## config.mk

```make
export PLATFORM = sky130hd
export DESIGN_NAME = fifo_unpacker
export DESIGN_NICKNAME = d
export VERILOG_FILES = /design/src/rtl/fifo_unpacker.sv
export SDC_FILE = /design/constraint.sdc
export NUM_CORES = 1
export LEC_CHECK = 0
export ABC_CLOCK_PERIOD_IN_PS = 1500
export BUFFER_PORTS_ARGS = -buffer_cell sky130_fd_sc_hd__buf_2
export CAP_MARGIN = 20
export CELL_PAD_IN_SITES_DETAIL_PLACEMENT = 1
export CELL_PAD_IN_SITES_GLOBAL_PLACEMENT = 1
export CORE_MARGIN = 4
export CORE_UTILIZATION = 25
export CTS_CLUSTER_SIZE = 20
export DETAILED_ROUTE_END_ITERATION = 12
export PLACE_DENSITY_LB_ADDON = 0.12
export SYNTH_ARGS = -nofsm -noshare
export SYNTH_HDL_FRONTEND = slang
export SYNTH_SLANG_ARGS = --single-unit
```

## constraint.sdc

```tcl
create_clock -name clk -period 1.5 [get_ports clk]
set_input_delay 0.15 -clock clk [delete_from_list [all_inputs] [get_ports clk]]
set_output_delay 0.15 -clock clk [all_outputs]
set_load 0.1 [all_outputs]
```

## src/rtl/fifo_unpacker.sv

```systemverilog
// Pops 32-bit words from a synchronous FIFO and replays them as narrow beats on a valid/ready stream.
// Optional even-parity output on each beat when FIFO_UNPACKER_PARITY_EN is defined.
module fifo_unpacker #(
    parameter int DATA_W    = 32,
    parameter int BEAT_W    = 8,
    parameter int MSB_FIRST = 0,
    parameter int CNT_W     = 16
) (
    input  logic              clk,
    input  logic              rst,
    input  logic              fifo_empty,
    output logic              fifo_rd_en,
    input  logic [DATA_W-1:0] fifo_data,
    input  logic              flush,
    output logic              out_valid,
    input  logic              out_ready,
    output logic [BEAT_W-1:0] out_data,
    output logic              busy,
    output logic [CNT_W-1:0]  words_sent
`ifdef FIFO_UNPACKER_PARITY_EN
    ,
    output logic              out_parity
`endif
);

    localparam int N     = DATA_W / BEAT_W;
    localparam int IDX_W = (N > 1) ? $clog2(N) : 1;
    localparam logic [IDX_W-1:0] LAST_IDX = IDX_W'(N - 1);

    typedef enum logic [1:0] {
        IDLE,
        FETCH,
        SEND
    } state_t;

    state_t             state_q, state_d;
    logic [IDX_W-1:0]   beatIdx_q, beatIdx_d;
    logic [DATA_W-1:0]  shiftReg_q, shiftReg_d;
    logic [CNT_W-1:0]   wordCount_q, wordCount_d;
    logic               handshake;
    logic               lastBeat;
    logic [IDX_W-1:0]   beatSel;

    assign handshake = (state_q == SEND) && out_ready;
    assign lastBeat  = (beatIdx_q == LAST_IDX);

    always_ff @(posedge clk or negedge rst) begin
        if (!rst) begin
            state_q <= IDLE;
        end else begin
            state_q <= state_d;
        end
    end

    // Flush wins over every transition, including a final-beat handshake.
    always_comb begin
        state_d = state_q;
        if (flush) begin
            state_d = IDLE;
        end else begin
            case (state_q)
                IDLE:    if (!fifo_empty) state_d = FETCH;
                FETCH:   state_d = SEND;
                SEND:    if (handshake && lastBeat) state_d = IDLE;
                default: state_d = IDLE;
            endcase
        end
    end

    always_comb begin
        fifo_rd_en = (state_q == IDLE) && !fifo_empty && !flush;
        out_valid  = (state_q == SEND);
        busy       = (state_q != IDLE);
    end

    always_comb begin
        beatIdx_d   = beatIdx_q;
        shiftReg_d  = shiftReg_q;
        wordCount_d = wordCount_q;
        if (!flush) begin
            if (state_q == FETCH) begin
                shiftReg_d = fifo_data;
                beatIdx_d  = '0;
            end else if (handshake) begin
                if (lastBeat) begin
                    wordCount_d = wordCount_q + CNT_W'(1);
                end else begin
                    beatIdx_d = beatIdx_q + IDX_W'(1);
                end
            end
        end
    end

    always_ff @(posedge clk or negedge rst) begin
        if (!rst) begin
            beatIdx_q   <= '0;
            shiftReg_q  <= '0;
            wordCount_q <= '0;
        end else begin
            beatIdx_q   <= beatIdx_d;
            shiftReg_q  <= shiftReg_d;
            wordCount_q <= wordCount_d;
        end
    end

    // The slice only moves on a handshake, so data is stable under backpressure.
    assign beatSel    = (MSB_FIRST != 0) ? (LAST_IDX - beatIdx_q) : beatIdx_q;
    assign out_data   = shiftReg_q[int'(beatSel)*BEAT_W +: BEAT_W];
    assign words_sent = wordCount_q;

`ifdef FIFO_UNPACKER_PARITY_EN
    assign out_parity = ^out_data;
`endif

endmodule

```

==> impl_metrics.ini <==
[grt]
overflow = 0
track_usage_pct = 10.8
antenna_found_initial = 0
grt_max_degree = 38
grt_pass1_wl_um = 9510
first_global_vias = 1858

[power]
totalPowerFinal_mw = 4.63
p_per_area_mw_per_mm2 = 1290
p_leak_nw = 1.67
swShare_pct = 37.4
seq_power_share_pct = 39.1
p_clk_share_pct = 18.4
ir_drop_v = 0.000514
p_switching_mw = 1.73
internal_power_mw = 2.90
comb_power_share_pct = 42.5

[floorplan]
core-area_mm2 = 0.00889
die_area_mm2 = 0.0109
initial_utilization_pct = 26.1
die-height_um = 104
num_io_pins = 64
fp.dieW_um = 104
num_rows = 34

[clock_tree]
cts.sinks = 52
path_clk_slew_ps = 90
root_buffer = clkbuf_8
clockBufferDepth = 2
clock_latency_ps = 300
cts_tree = done
cts_buffers = 5
ctsHtreeMaxLevel = 2

[synth]
ys_seq_elements = 52
ys_seq_area_share_pct = 56.1
ys_top_cells_by_area = dfrtp_1 56%, mux2_2 16%, mux4_2 7.8%
yosysTopAreaCellShare_pct = 56.1
syn_nets = 201
synthArstFlopShare_pct = 100
synth_edf_count = 0
synth_cell_type_count = 27
ys_warn_count = 0
netlist_instances = 162
ys.flop_type = dfrtp_1
synth_area_leader_cell = dfrtp_1
syn_area_mm2 = 0.00232
synth_area_per_cell_um2 = 14.3

[layout]
drive_gt1_share_pct = 70.2
antenna_cells = 0
final_area_mm2 = 0.00359
finalNetCount = 296
syn_to_final_growth_pct = 54.8
fin_cells = 366

[worst_setup_path]
critPathLaunchType = register
path_max_fanout = 4
crit_path_end_kind = primary output
reg2reg_from = beatIdx_q[0]
critPathArrivalTime_ps = 1600
r2r_slack_ps = -180
timing.rr.end = words_sent[12]
crit_required_ps = 1350
reg2regPathDepth = 6
crit_type = register to primary output

[route]
antenna_violating_nets_post_route = 0
remaining_drc_errors = 0
viasPerCell = 4.49
drt-initial-drc-count = 25
avgRoutedWirePerCell_um = 17.2
num_vias = 1642
wl_um = 6290
drt_pre_antenna_iters = 3

[worst_hold_path]
min_delay_path_depth = 2
hp-start = fifo_empty
min_to = state_q[0]
hp-class = input port to register

[sta]
post-route-min-period_ps = 1750
finClkSkew_ps = 7.82
hold_viol_final = 0
worstMarginPinSlew_ps = 493
drv_slew = 0
rsz0062_at_grt = true
tns_ps = -3980
fin_crit_sh_pct = 117
setup_violations = 46
clock.fmax_mhz = 571
slew_headroom_pct = 67.4
layout_setup_ws_ps = -250
timing.hold.ws_ps = 50.1

[placed_design]
dpl.cell_count = 341
placed_area_mm2 = 0.00301
gp_congestion = 0.667
port_buffers = 63
dpl.hpwl_um = 3910

[status]
violations = negative setup slack
outcome = finished with violations

[job]
maxCapViolCount = 0
[synth_stat cells (all sizes together) (2+ instances only)]
cell type / number
a21oi: 2
nand4b: 2
xnor2: 7
nor2: 10
nand3: 3
ha: 2
nor3: 3
mux4: 8
inv: 5
buf: 6
nand2: 6
mux2: 34
xor2: 8
nand4: 2
and3: 3
dfrtp: 52
[per-stage QoR]
stage,worst slack [ps],utilization [%]
after global routing,-307,40.4
after floorplan,-551,-
final,-250,40.4
after global placement,-116,33.9
after detailed placement,-160,33.9
after CTS,-262,36.8
[cell families after synthesis]
family / count (synthesis) / synth area share (%)
compound gates: 4 / 1.02
mux: 42 / 24.3
xor+xnor: 15 / 5.66
flops: 52 / 56.1
fa+ha+maj: 2 / 1.08
simple gates: 36 / 9.87
buf+inv: 11 / 2.05
[placed cells by master, fill, tap and decap left out, types with 2 or more instances in the layout]
cell       synthesis  routed
inv_1              5       2
mux2_4             0      32
ha_4               0       2
dfrtp_4            0      11
buf_2              5      52
nor2_4             0       7
nor2_1            10       2
clkbuf_8           0       6
nand4_1            2       2
and3_1             3       3
xnor2_1            7       7
buf_6              0      14
clkbuf_16          0       3
nand2_1            6       6
xor2_1             8       8
dfrtp_2            0       4
nand3_1            3       2
buf_4              0      16
buf_12             0       7
mux4_2             8       8
inv_2              0       3
mux2_2            34       2
dfrtp_1           52      37
[final cells by class]
type | count | area, um2
fillers | 939 | 5300
flip-flops and latches | 52 | 1350
multi-input cells | 99 | 1220
repair buffers | 94 | 778
well taps | 108 | 135
clock buffers | 7 | 86.3
inverters | 5 | 18.8
clock inverters | 1 | 7.51
[worst max-delay path, cell delays in order, from the launching register on]
cell and delay (ps):
dfrtp_2 430, clkbuf_16 170, mux4_2 500, buf_6 200
[power groups by stage]
stage          combinational, mW  clock [mW]  sequential (mW)
6_report                    1.97       0.852             1.81
5_1_grt                     2.05       0.967             1.85
4_1_cts                     1.76       0.906             1.79
3_5_place_dp                1.55           0             1.82
3_3_place_gp                1.54           0             1.81
2_1_floorplan               1.25           0             1.78
[worst max-delay path by stage]
stage                endpoint  cells past startpoint  slack (ps)    startpoint
2_1_floorplan      fifo_rd_en                      3        -550    state_q[1]
3_3_place_gp   words_sent[12]                      5        -120  beatIdx_q[0]
3_5_place_dp   words_sent[12]                      5        -160  beatIdx_q[0]
4_1_cts           out_data[0]                      3        -260  beatIdx_q[0]
5_1_grt           out_data[7]                      3        -310  beatIdx_q[0]
6_report          out_data[7]                      3        -250  beatIdx_q[0]
[per-layer routing]
metal / vias up / track usage [%] / wire, um
li1: 760 / - / -
met1: 839 / 14.2 / 2960
met2: 38 / 17.4 / 3010
met3: 5 / 3.17 / 266
met4: 0 / 2.85 / 50
met5: - / 0 / 0
[registers in the layout, indices dropped and copies added, names as in the netlist]
signal / cells
state_q: 2
words_sent: 16
shiftReg_q: 32
beatIdx_q: 2
[what timing repair did]
action                                  in CTS  in global routing
pin swaps                                    6                  6
gates cloned                                 0                  4
resized for setup                           33                 49
hold buffers                                 1                  0
buffers inserted                             6                  6
endpoints found under the setup margin      18                 60
endpoints found under the hold margin       15                  0
Note: power is estimated with default switching activity, not from simulation.
